## src/rtl/sample_strobe_gen_pkg.sv

```systemverilog
// Shared state encoding, mode values and default widths for the ADC sample-strobe generator.
package sample_strobe_gen_pkg;

  localparam int DEF_DIV_W = 32;
  localparam int DEF_DLY_W = 32;
  localparam int DEF_CNT_W = 16;

  localparam logic MODE_CONT  = 1'b0;
  localparam logic MODE_BURST = 1'b1;

  typedef enum logic [1:0] {
    ST_IDLE  = 2'd0,
    ST_DELAY = 2'd1,
    ST_RUN   = 2'd2,
    ST_DONE  = 2'd3
  } state_e;

endpackage

```

## src/rtl/sample_strobe_gen_tc_counter.sv

```systemverilog
// Up-counter with synchronous clear and enable; tc_o flags the cycle where the count
// equals tc_val_i, and the count wraps to zero on that cycle.
module tc_counter #(
  parameter int W = 32
) (
  input  logic         clk,
  input  logic         reset,
  input  logic         clr_i,
  input  logic         en_i,
  input  logic [W-1:0] tc_val_i,
  output logic         tc_o
);

  logic [W-1:0] cnt_q;
  logic         at_tc;

  assign at_tc = (cnt_q == tc_val_i);

  always_ff @(posedge clk) begin
    if (reset || clr_i) begin
      cnt_q <= '0;
    end else if (en_i) begin
      if (at_tc) begin
        cnt_q <= '0;
      end else begin
        cnt_q <= cnt_q + W'(1);
      end
    end
  end

  assign tc_o = en_i && at_tc;

endmodule

```

## src/rtl/sample_strobe_gen.sv

```systemverilog
// ADC sample-strobe generator: continuous divider or delayed fixed-length burst,
// with done/abort status pulses. All outputs are registered.
module sample_strobe_gen
  import sample_strobe_gen_pkg::*;
#(
  parameter int DIV_W = DEF_DIV_W,
  parameter int DLY_W = DEF_DLY_W,
  parameter int CNT_W = DEF_CNT_W
) (
  input  logic             clk,
  input  logic             reset,
  input  logic             ad_sample_en,
  input  logic             mode,
  input  logic             start,
  input  logic [DIV_W-1:0] div_set,
  input  logic [DLY_W-1:0] dly_set,
  input  logic [CNT_W-1:0] point_set,
  output logic             adc_data_en,
  output logic [CNT_W-1:0] sample_idx,
  output logic             busy,
  output logic             done,
  output logic             aborted
);

  state_e           state_q;
  logic             mode_q;
  logic [DIV_W-1:0] div_q;
  logic [DLY_W-1:0] dly_q;
  logic [CNT_W-1:0] point_q;
  logic [CNT_W-1:0] nxt_idx_q;

  logic             adc_data_en_q;
  logic [CNT_W-1:0] sample_idx_q;
  logic             busy_q;
  logic             done_q;
  logic             aborted_q;

  logic             div_tc;
  logic             dly_tc;
  logic [DLY_W-1:0] dly_tc_val;
  logic             last_pt;
  logic             run_req;

  // DELAY is only entered with dly_q > 0, so dly_q-1 never underflows while it is in use
  assign dly_tc_val = dly_q - DLY_W'(1);
  assign last_pt    = (nxt_idx_q == point_q - CNT_W'(1));
  assign run_req    = ad_sample_en && ((mode == MODE_CONT) || start);

  tc_counter #(.W(DLY_W)) u_dly_cnt (
    .clk      (clk),
    .reset    (reset),
    .clr_i    (state_q != ST_DELAY),
    .en_i     (state_q == ST_DELAY),
    .tc_val_i (dly_tc_val),
    .tc_o     (dly_tc)
  );

  tc_counter #(.W(DIV_W)) u_div_cnt (
    .clk      (clk),
    .reset    (reset),
    .clr_i    (state_q != ST_RUN),
    .en_i     (state_q == ST_RUN),
    .tc_val_i (div_q),
    .tc_o     (div_tc)
  );

  always_ff @(posedge clk) begin
    if (reset) begin
      state_q       <= ST_IDLE;
      mode_q        <= MODE_CONT;
      div_q         <= '0;
      dly_q         <= '0;
      point_q       <= '0;
      nxt_idx_q     <= '0;
      adc_data_en_q <= 1'b0;
      sample_idx_q  <= '0;
      busy_q        <= 1'b0;
      done_q        <= 1'b0;
      aborted_q     <= 1'b0;
    end else begin
      adc_data_en_q <= 1'b0;
      done_q        <= 1'b0;
      aborted_q     <= 1'b0;

      case (state_q)
        ST_IDLE: begin
          nxt_idx_q <= '0;
          // configuration is captured only here so live edits never disturb a run
          if (run_req) begin
            mode_q  <= mode;
            div_q   <= div_set;
            dly_q   <= dly_set;
            point_q <= point_set;
            busy_q  <= 1'b1;
            if (mode == MODE_BURST && dly_set != '0) begin
              state_q <= ST_DELAY;
            end else if (mode == MODE_BURST && point_set == '0) begin
              state_q <= ST_DONE;
              done_q  <= 1'b1;
            end else begin
              state_q <= ST_RUN;
            end
          end
        end

        ST_DELAY: begin
          if (!ad_sample_en) begin
            state_q      <= ST_IDLE;
            busy_q       <= 1'b0;
            aborted_q    <= 1'b1;
            nxt_idx_q    <= '0;
            sample_idx_q <= '0;
          end else if (dly_tc) begin
            if (point_q == '0) begin
              state_q <= ST_DONE;
              done_q  <= 1'b1;
            end else begin
              state_q <= ST_RUN;
            end
          end
        end

        ST_RUN: begin
          // abort wins over a strobe falling due in the same cycle
          if (!ad_sample_en) begin
            state_q      <= ST_IDLE;
            busy_q       <= 1'b0;
            aborted_q    <= 1'b1;
            nxt_idx_q    <= '0;
            sample_idx_q <= '0;
          end else if (div_tc) begin
            adc_data_en_q <= 1'b1;
            sample_idx_q  <= nxt_idx_q;
            nxt_idx_q     <= nxt_idx_q + CNT_W'(1);
            if (mode_q == MODE_BURST && last_pt) begin
              state_q <= ST_DONE;
              done_q  <= 1'b1;
            end
          end
        end

        ST_DONE: begin
          state_q      <= ST_IDLE;
          busy_q       <= 1'b0;
          nxt_idx_q    <= '0;
          sample_idx_q <= '0;
        end

        default: begin
          state_q <= ST_IDLE;
          busy_q  <= 1'b0;
        end
      endcase
    end
  end

  assign adc_data_en = adc_data_en_q;
  assign sample_idx  = sample_idx_q;
  assign busy        = busy_q;
  assign done        = done_q;
  assign aborted     = aborted_q;

endmodule

```

## config.mk

```make
export PLATFORM = sky130hd
export DESIGN_NAME = sample_strobe_gen
export DESIGN_NICKNAME = d
export VERILOG_FILES = /design/src/rtl/sample_strobe_gen_pkg.sv /design/src/rtl/sample_strobe_gen_tc_counter.sv /design/src/rtl/sample_strobe_gen.sv
export SDC_FILE = /design/constraint.sdc
export NUM_CORES = 1
export LEC_CHECK = 0
export ABC_AREA = 0
export CAP_MARGIN = 20
export CORE_MARGIN = 4
export CORE_UTILIZATION = 60
export DETAILED_ROUTE_END_ITERATION = 7
export GPL_TIMING_DRIVEN = 0
export MAX_ROUTING_LAYER = met4
export PLACE_DENSITY = 0.84
export SYNTH_ARGS = -nofsm -noshare
export SYNTH_HDL_FRONTEND = slang
export SYNTH_SLANG_ARGS = --single-unit
```

## constraint.sdc

```tcl
create_clock -name clk -period 7.45 [get_ports clk]
set_clock_uncertainty 0.05 [all_clocks]
set_input_delay 1.49 -clock clk [delete_from_list [all_inputs] [get_ports clk]]
set_output_delay 1.49 -clock clk [all_outputs]
set_load 0.02 [all_outputs]
```

==> flow_summary.json, run 1 <==
{
  "yosys-top-cells-area": "dfxtp_1 (39%), xor2_1 (9.1%), nand2_1 (8.8%)",
  "drtIter0Drc": 761,
  "cp.arrival_ns": 3.99,
  "whs_endpoint": "sample_idx[2]$_SDFFE_PP0P_",
  "final_common_cell": "nand2_1",
  "syn_nets": 1285,
  "postCtsResizedCells": 0,
  "rr_startpoint": "dly_q[0]$_SDFFE_PP0P_",
  "ys_ff_latch": 183,
  "period_share": 0.494,
  "final_util": 0.737,
  "cp_max_fo": 10,
  "outcome": "completed",
  "die-area_um2": 17800,
  "cts_buffer_depth": 2,
  "multi_input_area_um2": 5450,
  "cts_root_buffer": "clkbuf_16",
  "io_buffers": 103,
  "antenna_found_initial": 0,
  "cts_made_buffers": 17,
  "initial_core_util": 0.618,
  "worst_slew_pin_slew_ns": 0.755,
  "postCtsHoldBufs": 0,
  "synthToLayoutAreaGrowth_pct": 19.3,
  "yosysWarnings": 0,
  "synth.yosys.seq_area_share": 0.387,
  "dr.pass1.iters": 6,
  "syn_avg_cell_area_um2": 7.96,
  "startpoint_type": "input pin",
  "timing.final.crit_period_ns": 3.68,
  "setup_viol": 0,
  "num_rows": 45,
  "cts_tree": "yes",
  "clock_sinks": 183,
  "maxSlewHeadroom": 0.492,
  "cts.clk_slew.worst_paths_ns": 0.07,
  "fin_nets": 1407,
  "drive_above_1_share": 0.0552,
  "post_cts_buffers": 0,
  "finalWeightedCongestion": 0.927,
  "regToRegSetupSlack_ns": 3.81,
  "ioPinCount": 105,
  "crit_buf_inv": 5,
  "powerDensity_nw_per_um2": 263,
  "diodes": 0,
  "overflow": 0,
  "grt_pass1_vias": 8365,
  "rsz0062_at_grt": "no",
  "ir_worst_vdd_uv": 231,
  "fillCellCount": 1199,
  "min_path_type": "reg -> reg",
  "drt-vias-per-instance": 5.69,
  "cp_top_family": "buffers and inverters",
  "die_height_um": 134,
  "synth_top_area_share": 0.387,
  "whs_path_depth": 2,
  "final_cell_mix": "nand2_1 (222), dfxtp_1 (183), a21oi_1 (118)",
  "synth-main-ff-cell": "dfxtp_1",
  "slew_violations": 0,
  "drv_cap": 0,
  "synth-edff-count": 0,
  "criticalPathCategory": "in -> reg",
  "cpMaxStageDelayCell": "clkbuf_1",
  "synth_cells": 1189,
  "dp_hpwl_um": 18100,
  "synthArstFlopShare": 0,
  "grt_max_degree": 17,
  "track_usage": 0.282,
  "final_cells": 1533,
  "ant_nets": 0,
  "r2r_end": "u_dly_cnt.cnt_q[24]$_SDFFE_PP0P_",
  "finalSetupTns_ns": 0,
  "worstSetupEndpointType": "register",
  "num_vias": 8718,
  "drt_wl_total_um": 24400,
  "seqCellArea_um2": 3660,
  "synth_area_um2": 9460,
  "placedCellCount": 1503,
  "r2r_cells": 13,
  "core_um2": 15300,
  "die_w_um": 134,
  "report.final.hold_viol_count": 0,
  "clock.fmax_ghz": 0.272,
  "grt_pass1_wl_um": 39900,
  "cp_cell_sequence": "clkdlybuf4s50_1 > inv_1 > o21ai_0 > inv_1 > and2_1 > clkbuf_1 > clkbuf_1 > nand2_1 > a21oi_1",
  "leakagePower_nw": 4.04,
  "min_from": "sample_idx[2]$_SDFFE_PP0P_",
  "post-route-drc-count": 0,
  "yosysTopAreaCell": "dfxtp_1",
  "clock_latency_ns": 0.44,
  "required_ns": 7.76,
  "ys_types": 71,
  "max_stage_delay_ns": 0.58,
  "cts-htree-levels": 4,
  "wire_per_inst_um": 15.9
}
[metrics by stage]
step                      area [um2]  worst slack (ns)  total power, mW  hold slack [ns]
final                          11300              3.77             2.97            0.408
after global routing           11300              3.58             3.12            0.434
after CTS                      11300              3.83             2.96            0.412
after detailed placement       10800              3.39             2.13            0.397
after global placement         10800              3.37             2.10            0.389
after floorplan                 9460              4.35             1.85            0.387
[worst max path at each step]
stage	from	endpoint	cells past startpoint
detailed placement	mode	dly_q[15]$_SDFFE_PP0P_	9
global route	mode	dly_q[15]$_SDFFE_PP0P_	9
finish	mode	dly_q[15]$_SDFFE_PP0P_	9
floorplan	dly_q[6]$_SDFFE_PP0P_	u_dly_cnt.cnt_q[24]$_SDFFE_PP0P_	12
global placement	mode	dly_q[15]$_SDFFE_PP0P_	9
CTS	mode	dly_q[15]$_SDFFE_PP0P_	9
[flip-flops by register name, summed over array words and instances, names as in the netlist]
name / flops
done: 1
busy: 1
nxt_idx_q: 16
u_div_cnt.cnt_q: 32
adc_data_en: 1
dly_q: 32
sample_idx: 16
u_dly_cnt.cnt_q: 32
aborted: 1
div_q: 32
state_q: 2
point_q: 16
mode_q: 1
[worst register-to-register path, stage by stage (launching register included)]
cell and delay [ns]:
dfxtp_1 0.30, clkbuf_1 0.20, inv_1 0.10, ha_1 0.20
or4b_1 0.57, or4_1 0.56, a2111oi_0 0.48, mux2_2 0.25
nand4_2 0.14, nor2_1 0.17, or3b_1 0.14, buf_6 0.14
buf_12 0.17, nor2_4 0.06
[area by class of cell]
cell class	instances	area share
repair buffers	103	0.0913
multi-input cells	926	0.483
clock inverters	11	0.00820
well taps	211	0.0234
flip-flops and latches	183	0.324
plain buffers	61	0.0246
clock buffers	19	0.0392
inverters	19	0.00632
[power breakdown]
| part | total [mW] | internal (mW) | switching, mW |
|---|---|---|---|
| logic | 0.984 | 0.383 | 0.601 |
| registers | 1.14 | 1.06 | 0.0868 |
| clock network | 0.843 | 0.440 | 0.403 |
| total | 2.97 | 1.88 | 1.09 |
[cell usage after synthesis (3+ instances only)]
library cell	n
nor2_4	8
nor2_1	111
o31ai_1	3
nor4_1	31
nor3b_1	3
nand3b_1	5
o21a_1	4
xnor2_1	59
nor2b_1	7
nand4_2	3
inv_1	19
and2_1	12
xor2_1	98
a21oi_1	118
buf_2	5
nand2b_1	5
and3_1	20
nand4_1	29
or4_1	5
o21ai_0	16
or3_1	7
or2_2	3
a211o_1	6
a31oi_1	3
dfxtp_1	183
nor3_1	14
nor3_2	3
nor2_2	5
clkbuf_1	51
ha_1	11
buf_6	3
and4_1	13
nand3_1	56
nand2_1	222
[kinds of logic after synthesis]
group | share of synthesized area
and+or+nand+nor | 0.302
DFF | 0.387
AOI/OAI and AO/OA | 0.111
xor gates and xnor gates | 0.145
buffers and inverters | 0.0369
adders and majority gates | 0.0145
muxes | 0.00344
[metal layers]
metal | vias up | global-route usage | wire length [um]
met5 | - | - | 0
met4 | 0 | 0.0989 | 604
met3 | 53 | 0.0574 | 1390
met2 | 312 | 0.475 | 11800
met1 | 4035 | 0.337 | 10600
li1 | 4318 | - | -
No activity file was read; power rests on OpenSTA's default activity.
==> run 2, diff against run 1 <==
--- a/config.mk
+++ b/config.mk
@@ -8,11 +8,11 @@
 export ABC_AREA = 0
 export CAP_MARGIN = 20
 export CORE_MARGIN = 4
-export CORE_UTILIZATION = 60
+export CORE_UTILIZATION = 57
 export DETAILED_ROUTE_END_ITERATION = 7
 export GPL_TIMING_DRIVEN = 0
 export MAX_ROUTING_LAYER = met4
-export PLACE_DENSITY = 0.84
+export PLACE_DENSITY = 0.81
 export SYNTH_ARGS = -nofsm -noshare
 export SYNTH_HDL_FRONTEND = slang
 export SYNTH_SLANG_ARGS = --single-unit
==> constraint.sdc (replaced) <==
create_clock -name clk -period 3.56 [get_ports clk]
set_clock_uncertainty 0.05 [all_clocks]
set_input_delay 0.712 -clock clk [delete_from_list [all_inputs] [get_ports clk]]
set_output_delay 0.712 -clock clk [all_outputs]
set_load 0.02 [all_outputs]
==> flow_summary.json, run 2 (same netlist as run 1, synthesis figures left out) <==
{
  "outcome": "completed",
  "track_usage": 0.269,
  "num_rows": 46,
  "comb_power_share": 0.334,
  "clock_sinks": 183,
  "maxSlewHeadroom": 0.484,
  "setup_viol": 0,
  "p_sw_mw": 2.30,
  "min_path_type": "reg -> reg",
  "grt_max_degree": 17,
  "seqPwrFrac": 0.381,
  "min_from": "sample_idx[2]$_SDFFE_PP0P_",
  "dp_hpwl_um": 18100,
  "rsz0062_at_grt": "no",
  "antenna_found_initial": 0,
  "period_share": 0.971,
  "slew_violations": 0,
  "dr.pass1.iters": 5,
  "fillCellCount": 1268,
  "grt_pass1_vias": 8193,
  "cp.arrival_ns": 3.72,
  "die_w_um": 137,
  "drt-vias-per-instance": 5.63,
  "synthToLayoutAreaGrowth_pct": 20.4,
  "cts_made_buffers": 17,
  "grt_pass1_wl_um": 39000,
  "cts.clk_slew.worst_paths_ns": 0.07,
  "power.internal_mw": 4.03,
  "netSwitchingFraction": 0.364,
  "final_util": 0.710,
  "cts_tree": "yes",
  "final_common_cell": "nand2_1",
  "rr_startpoint": "dly_q[11]$_SDFFE_PP0P_",
  "initial_core_util": 0.589,
  "post-route-drc-count": 0,
  "diodes": 0,
  "leakagePower_nw": 4.09,
  "whs_path_depth": 2,
  "wire_per_inst_um": 15.9,
  "final_cell_mix": "nand2_1 (221), dfxtp_1 (182), a21oi_1 (118)",
  "cp_max_fo": 10,
  "cts_root_buffer": "clkbuf_16",
  "worst_slew_pin_slew_ns": 0.774,
  "worstSetupEndpointType": "register",
  "drive_above_1_share": 0.0642,
  "die-area_um2": 18700,
  "ioPinCount": 105,
  "regToRegSetupSlack_ns": 0.10,
  "whs_endpoint": "sample_idx[2]$_SDFFE_PP0P_",
  "required_ns": 3.83,
  "core_um2": 16100,
  "r2r_end": "u_dly_cnt.cnt_q[24]$_SDFFE_PP0P_",
  "drt_wl_total_um": 24500,
  "power_frac_clock": 0.285,
  "criticalPathCategory": "reg -> reg",
  "num_vias": 8682,
  "timing.final.crit_period_ns": 3.46,
  "r2r_cells": 13,
  "startpoint_type": "register",
  "overflow": 0,
  "clock_latency_ns": 0.44,
  "drv_cap": 0,
  "powerDensity_nw_per_um2": 556,
  "finalWeightedCongestion": 0.911,
  "drtIter0Drc": 797,
  "clock.fmax_ghz": 0.289,
  "die_height_um": 137,
  "io_buffers": 103,
  "fin_nets": 1408,
  "ir_worst_vdd_uv": 437,
  "cts_buffer_depth": 2,
  "cts-htree-levels": 4,
  "total_power_mw": 6.33,
  "report.final.hold_viol_count": 0,
  "ant_nets": 0
}
==> run 2: changes by cell type in the layout (fill, tap and decap cells not counted), moves of 2 or more <==
cell / delta
nor2_1: -2
clkinvlp_4: -2
inv_8: -2
clkinv_4: +2
nor4_1: -2
nor2_2: +2
==> run 2: final cells by class <==
cell class,instances,area [um2],area share
multi-input combinational,926,5510,0.484
tap,216,270,0.0237
clock buffer,20,437,0.0383
timing repair buffer,105,1050,0.0918
buffer,60,278,0.0244
clock inverter,12,116,0.0102
inverter,19,71.3,0.00626
sequential,183,3660,0.322
==> run 2: worst max path at each step <==
| stage | from | end | cells past startpoint |
|---|---|---|---|
| after floorplan | dly_q[6]$_SDFFE_PP0P_ | u_dly_cnt.cnt_q[24]$_SDFFE_PP0P_ | 12 |
| after global placement | dly_q[11]$_SDFFE_PP0P_ | u_dly_cnt.cnt_q[27]$_SDFFE_PP0P_ | 12 |
| after global routing | dly_q[11]$_SDFFE_PP0P_ | u_dly_cnt.cnt_q[11]$_SDFFE_PP0P_ | 13 |
| final | dly_q[11]$_SDFFE_PP0P_ | u_dly_cnt.cnt_q[24]$_SDFFE_PP0P_ | 13 |
| after CTS | dly_q[6]$_SDFFE_PP0P_ | u_dly_cnt.cnt_q[24]$_SDFFE_PP0P_ | 12 |
| after detailed placement | dly_q[11]$_SDFFE_PP0P_ | u_dly_cnt.cnt_q[26]$_SDFFE_PP0P_ | 12 |
==> run 2: repair_timing <==
item | 4_1_cts | 5_1_grt
buffers inserted | 0 | 2
gates resized for setup | 5 | 11
endpoints found under the setup margin | 30 | 31
endpoints found under the hold margin | 0 | 0
hold buffers | 0 | 0
pin swaps | 1 | 4
==> run 2: per-stage QoR <==
step / std cells / area [um2] / worst slack [ns] / TNS (ns) / hold WS (ns)
floorplan: 1189 / 9460 / 0.462 / 0 / 0.387
global placement: 1508 / 10800 / -0.00268 / -0.0105 / 0.393
detailed placement: 1508 / 10800 / -0.0349 / -0.387 / 0.395
CTS: 1540 / 11300 / 0.0114 / 0 / 0.414
global route: 1541 / 11400 / 0.00654 / 0 / 0.435
finish: 1541 / 11400 / 0.103 / 0 / 0.412
==> run 2: worst max-delay path, stage by stage, from the launching register on <==
cell and delay [ns]:
dfxtp_1 0.29, buf_2 0.17, nor4_4 0.25, buf_4 0.20, nand2_2 0.10, or3_4 0.40, xnor2_1 0.16, or4_1 0.58
a2111o_1 0.47, nor2_2 0.15, or3b_1 0.14, buf_6 0.14, buf_12 0.17, nor2_4 0.05
==> run 2: power by group through the flow <==
stage	Clock, mW	Combinational [mW]	Sequential (mW)
global placement	0	1.98	2.43
detailed placement	0	2.02	2.44
finish	1.80	2.11	2.41
CTS	1.82	2.06	2.40
floorplan	0	1.48	2.39
global route	1.90	2.32	2.43
==> run 2: metal layers <==
| metal | share of wire | GRT usage | vias to the layer above |
|---|---|---|---|
| met5 | 0 | - | - |
| met4 | 0.027 | 0.0942 | 0 |
| met3 | 0.047 | 0.0496 | 55 |
| met2 | 0.49 | 0.448 | 237 |
| met1 | 0.44 | 0.328 | 4074 |
| li1 | - | - | 4316 |
